**src/rtl/fifo_wr_arbiter.sv**
```systemverilog
// fifo_wr_arbiter: round-robin write-port arbiter sharing one byte FIFO among
// NREQ valid/ready producers. Each grant lasts for at most MAX_BURST beats.
//
// Ports:
//   clk, rst        clock (rising edge), asynchronous active-high reset
//   req_valid       per-requester data valid
//   req_data        packed requester data, requester i at [i*DW +: DW]
//   req_ready       per-requester accept (combinational)
//   fifo_full       FIFO full flag
//   fifo_wr_en      FIFO write enable (combinational)
//   fifo_wr_data    FIFO write data (combinational)
//   grant_valid     a burst grant is active
//   grant_id        index of the granted requester
//   stall_cnt       cycles the granted requester was blocked by a full FIFO
//
// Optional feature: define FIFO_ARB_STALL_CNT_EN to build the saturating
// stall counter; otherwise stall_cnt is tied to zero.
module fifo_wr_arbiter #(
  parameter int unsigned NREQ      = 4,
  parameter int unsigned DW        = 8,
  parameter int unsigned MAX_BURST = 4,
  parameter int unsigned IDW       = 2
) (
  input  logic               clk,
  input  logic               rst,
  input  logic [NREQ-1:0]    req_valid,
  input  logic [NREQ*DW-1:0] req_data,
  output logic [NREQ-1:0]    req_ready,
  input  logic               fifo_full,
  output logic               fifo_wr_en,
  output logic [DW-1:0]      fifo_wr_data,
  output logic               grant_valid,
  output logic [IDW-1:0]     grant_id,
  output logic [15:0]        stall_cnt
);

  typedef enum logic {IDLE, BURST} state_t;

  state_t         state;
  logic [IDW-1:0] last_grant;
  logic [7:0]     beat_cnt;

  logic [IDW-1:0]     winner_c;
  logic [2*NREQ-1:0]  rot_c;
  logic               g_valid_c;
  logic [DW-1:0]      g_data_c;
  logic               xfer_c;
  logic               last_beat_c;

  // Round-robin pick: rotate the doubled request vector so bit 0 is the
  // requester after last_grant, then take the lowest set bit.
  always_comb begin
    int off;
    int sum;
    off      = 0;
    sum      = 0;
    rot_c    = {req_valid, req_valid} >> (int'(last_grant) + 1);
    for (int i = int'(NREQ) - 1; i >= 0; i--) begin
      if (rot_c[i]) off = i;
    end
    sum = int'(last_grant) + 1 + off;
    if (sum >= int'(NREQ)) sum = sum - int'(NREQ);
    winner_c = IDW'(sum);
  end

  // Mux out the granted requester's valid and data.
  always_comb begin
    g_valid_c = 1'b0;
    g_data_c  = '0;
    for (int i = 0; i < int'(NREQ); i++) begin
      if (IDW'(i) == grant_id) begin
        g_valid_c = req_valid[i];
        g_data_c  = req_data[i*DW +: DW];
      end
    end
  end

  assign xfer_c      = (state == BURST) && g_valid_c && !fifo_full;
  assign last_beat_c = (beat_cnt == 8'(MAX_BURST - 1));

  // Handshake and FIFO write port; ready follows fifo_full combinationally so
  // a write can never land on a full FIFO.
  always_comb begin
    req_ready    = '0;
    fifo_wr_en   = 1'b0;
    fifo_wr_data = '0;
    if (state == BURST) begin
      for (int i = 0; i < int'(NREQ); i++) begin
        if (IDW'(i) == grant_id) req_ready[i] = !fifo_full;
      end
      fifo_wr_en   = xfer_c;
      fifo_wr_data = g_data_c;
    end
  end

  // Arbitration / burst FSM.
  always_ff @(posedge clk or posedge rst) begin
    if (rst) begin
      state       <= IDLE;
      grant_valid <= 1'b0;
      grant_id    <= '0;
      last_grant  <= IDW'(NREQ - 1);
      beat_cnt    <= '0;
    end else begin
      case (state)
        IDLE: begin
          if (|req_valid) begin
            grant_id    <= winner_c;
            last_grant  <= winner_c;
            beat_cnt    <= '0;
            grant_valid <= 1'b1;
            state       <= BURST;
          end
        end
        BURST: begin
          if (!g_valid_c) begin
            // Requester went idle: surrender the grant without a transfer.
            grant_valid <= 1'b0;
            state       <= IDLE;
          end else if (xfer_c) begin
            if (last_beat_c) begin
              grant_valid <= 1'b0;
              state       <= IDLE;
            end else begin
              beat_cnt <= beat_cnt + 8'd1;
            end
          end
        end
        default: begin
          state       <= IDLE;
          grant_valid <= 1'b0;
        end
      endcase
    end
  end

`ifdef FIFO_ARB_STALL_CNT_EN
  // Saturating count of cycles the granted requester was blocked by full.
  always_ff @(posedge clk or posedge rst) begin
    if (rst) begin
      stall_cnt <= '0;
    end else if ((state == BURST) && g_valid_c && fifo_full &&
                 (stall_cnt != 16'hFFFF)) begin
      stall_cnt <= stall_cnt + 16'd1;
    end
  end
`else
  assign stall_cnt = '0;
`endif

endmodule
```
**config.mk**
```make
export PLATFORM = sky130hd
export DESIGN_NAME = fifo_wr_arbiter
export DESIGN_NICKNAME = d
export VERILOG_FILES = /design/src/rtl/fifo_wr_arbiter.sv
export SDC_FILE = /design/constraint.sdc
export NUM_CORES = 1
export LEC_CHECK = 0
export CORE_MARGIN = 8
export CORE_UTILIZATION = 40
export DETAILED_ROUTE_END_ITERATION = 8
export PLACE_DENSITY = 0.88
export RECOVER_POWER = 100
export SYNTH_ARGS = -nofsm -noshare
export SYNTH_HDL_FRONTEND = slang
export SYNTH_SLANG_ARGS = --single-unit
```
**constraint.sdc**
```tcl
create_clock -name clk -period 2.7 [get_ports clk]
set_input_delay 0.675 -clock clk [delete_from_list [all_inputs] [get_ports clk]]
set_output_delay 0.675 -clock clk [all_outputs]
set_load 0.03 [all_outputs]
```
==> impl_results.rst <==
.. list-table::
   :header-rows: 1

   * - Metric
     - Value
   * - Drt initial violations
     - 40
   * - Final routed wirelength across all metal layers
     - 3670 um
   * - Cell type of the slowest stage on the worst timing path
     - mux4_2
   * - Peak Freq
     - between 0.3 and 0.4 GHz
   * - Total power draw
     - 1.75 mW
   * - Cell row count
     - 21
   * - Relative slew slack
     - 63.7%
   * - Count of unique library cells instantiated by Yosys
     - 50
   * - Maximum buffer depth of the clock tree
     - 2
   * - Power density cells
     - 896 nW/um^2
   * - Vias in the first global route
     - 1326
   * - Leading cell type by number of instances after synthesis
     - buf_4
   * - Result of the run
     - complete, no violations
   * - Number of I/O port buffers
     - 54
   * - End-of-flow core utilization
     - 58.5%
   * - Most common flop cell mapped by yosys
     - dfrtp_1
   * - Final Max Slew Viols
     - 0
   * - Family with the most delay on the worst path
     - buffers and inverters
   * - Layout Nets
     - 257
   * - Clock tree sinks
     - 14
   * - Share of post-route cells with drive strength above 1
     - 18.1%
   * - Area growth, synth to finish
     - 41.4%
   * - Average instance area after synthesis
     - around 9 um^2
   * - Reg clk slew, reported paths
     - 0.07 ns
   * - Residual antenna-violating net count after detailed routing
     - 0
   * - Unrepaired setup endpoints after global routing
     - no
   * - Pre-Repair DR Iteration Count
     - 4
   * - Post-synthesis instance area
     - 1380 um^2
   * - Hold violation count in the final report
     - 0
   * - Sequence of cells on the critical path
     - clkdlybuf4s50_1, mux4_2, and2_0, clkdlybuf4s15_2
   * - Post-synth top cells
     - 16 x buf_4, 12 x dfrtp_1, 11 x and2_1, 11 x nor2_1, 10 x inv_1
   * - Class of the most critical setup path
     - input pin to primary output
   * - CP startpoint kind
     - input pin
   * - Average routed wire per standard cell
     - 14.1 um
   * - Arrival time at the worst endpoint
     - between 1.5 and 2 ns
   * - Synth top area share
     - 21.7%
   * - Insertion delay to the later sink of the worst-skew pair
     - 0.28 ns
   * - Number of buffer and inverter stages on the critical path
     - 2
   * - Synth Warn #
     - 0
   * - Largest stage delay on the critical path
     - 0.46 ns
   * - Final number of setup-violating endpoints
     - 0
   * - Post-route minimum period
     - 2.66 ns
   * - Overall Global Routing Usage
     - 13.5%
   * - Worst Clk Skew
     - ~0.0063 ns
   * - Placeable Area
     - 3340 um^2
   * - Final worst setup slack
     - 0.0415 ns
   * - Final instance count without filler cells
     - 261
   * - Diode count
     - 0
   * - Placed instance count
     - 257
   * - Synthesized instance count
     - 158
   * - Total DRC errors in the routed layout
     - 0
   * - Library cell with the largest summed area after synthesis
     - dfrtp_1
   * - Starting density of the core
     - about two fifths
   * - Required @ worst endpoint
     - 2.03 ns
   * - Routability-driven placement congestion ratio
     - 0.910
   * - Slew @ Worst Pin
     - 0.544 ns
   * - WHS
     - 0.483 ns
   * - Class of the tightest hold or removal check
     - register to register
   * - Fill cells
     - a little over 300
   * - H-tree levels
     - 1
   * - Crit end category
     - primary output
   * - Antenna violations before repair
     - 0
   * - Async S/R FF share, synth
     - 100%
   * - Max-cap violation count
     - 0
   * - FF+latch count, synth
     - 14
   * - Width of the die
     - 74.8 um
   * - Number of buffers inserted during clock tree synthesis
     - 3
   * - Post-DR vias/cell
     - a little over 5
   * - Die height
     - 74.8 um
   * - Most area-consuming cells after synthesis
     - dfrtp_1 22%, mux4_2 13%, buf_4 8.7%
   * - Maximum ir drop on the vdd rail
     - ~0.00043 V
   * - Cts hold-fix bufs
     - 0
   * - Total die area
     - 5590 um^2
   * - Count of boundary I/O pins
     - slightly above 70
   * - Cell chosen for the clock root
     - clkbuf_4
   * - Vias
     - 1338
   * - Worst-path fanout max
     - 1
   * - Number of enable-type register cells in the synthesized netlist
     - 0
   * - Pin count of the biggest net entering global routing
     - 20
   * - CTS tree
     - yes
   * - Worst-case setup slack after placement
     - -0.282 ns
   * - Leakage power figure
     - 0.820 nW
   * - Wire length of the first global-routing pass
     - between 5000 and 6000 um
   * - Global-route congestion overflow total
     - 0
   * - Fin crit share
     - between 90% and 100%
   * - Post-detail-place hpwl
     - 3090 um
   * - Sequential area share after synthesis
     - 25.5%
==> routing by layer <==
| metal | vias to the layer above | routed length, um | track usage [%] |
|---|---|---|---|
| met5 | - | 0 | 0 |
| met4 | 0 | 14 | 2.39 |
| met3 | 2 | 424 | 4.79 |
| met2 | 66 | 1540 | 22.3 |
| met1 | 605 | 1690 | 16.5 |
| li1 | 665 | - | - |
==> through the flow <==
stage,cell area (um^2),TNS [ns]
6_report,1950,0
5_1_grt,1950,0
4_1_cts,1980,0
3_5_place_dp,1950,-2.09
3_3_place_gp,1950,-2.03
2_1_floorplan,1440,0
==> sequential cells by signal (all words and copies together) (netlist names) <==
name	cells
state	1
grant_id	2
grant_valid	1
last_grant	2
beat_cnt	8
==> worst register-to-register path, stage by stage (launching register included) <==
cell	delay (ns)
dfrtp_1	0.69
nor3b_1	0.42
o2bb2ai_2	0.19
buf_4	0.19
a21oi_1	0.12
a221o_1	0.37
==> where the power goes <==
part	internal (mW)	switching, mW
combinational	0.553	0.632
clock	0.0573	0.0618
sequential	0.303	0.142
total	0.913	0.836
==> what timing repair did <==
action / 4_1_cts / 5_1_grt
endpoints found under the setup margin: 8 / 2
endpoints found under the hold margin: 0 / 0
gates cloned: 0 / 0
setup buffers: 0 / 0
pin swaps: 0 / 0
resized for setup: 23 / 3
==> final cells by class <==
| type | count | area (um^2) | share of cell area (%) |
|---|---|---|---|
| Inverter | 10 | 37.5 | 1.92 |
| Timing Repair Buffer | 64 | 594 | 30.4 |
| Clock buffer | 4 | 26.3 | 1.35 |
| Tap cell | 46 | 57.6 | 2.95 |
| Multi-Input combinational cell | 123 | 885 | 45.3 |
| Sequential cell | 14 | 353 | 18.1 |
==> final timing paths <==
kind                                   start         endpoint  slack (ns)  cells past startpoint
worst max register to register         state      beat_cnt[3]        0.62                      5
worst min-delay path             grant_valid      grant_valid        0.48                      1
min in group asynchronous                rst      beat_cnt[3]        0.86                      2
worst min register to register   grant_valid      grant_valid        0.48                      1
max in group asynchronous                rst    last_grant[1]        1.48                      2
worst max-delay path            req_data[27]  fifo_wr_data[3]        0.04                      4
==> placed cells by master (no fill, tap or decap), types with 2 or more instances in the layout <==
cell type        count
ha_1                 2
a31oi_1              5
conb_1              16
mux2_2               2
a211oi_1             4
dfrtp_1             12
nand2_1              5
a21oi_1              6
clkbuf_4             3
o21ai_0              5
nor3_1               8
dlygate4sd3_1        4
and2_0               6
clkbuf_1             5
o31ai_1              2
mux4_2               8
nand3_1              5
dfstp_2              2
nor3b_1              3
clkdlybuf4s50_1     37
nor2_1              11
clkdlybuf4s15_2      5
clkbuf_2             2
buf_4               11
and2_1               6
inv_1               10
o21bai_1             2
==> kinds of logic after synthesis <==
kind of cell    count (synthesis)  synth area share [%]
compound gates                 38                  19.9
fa+ha+maj                       2                  1.81
buf+inv                        36                  14.5
flops                          14                  25.5
mux                            11                  15.4
other cells                     1                 0.271
simple gates                   56                  22.6
(Power assumes the default switching activity.)
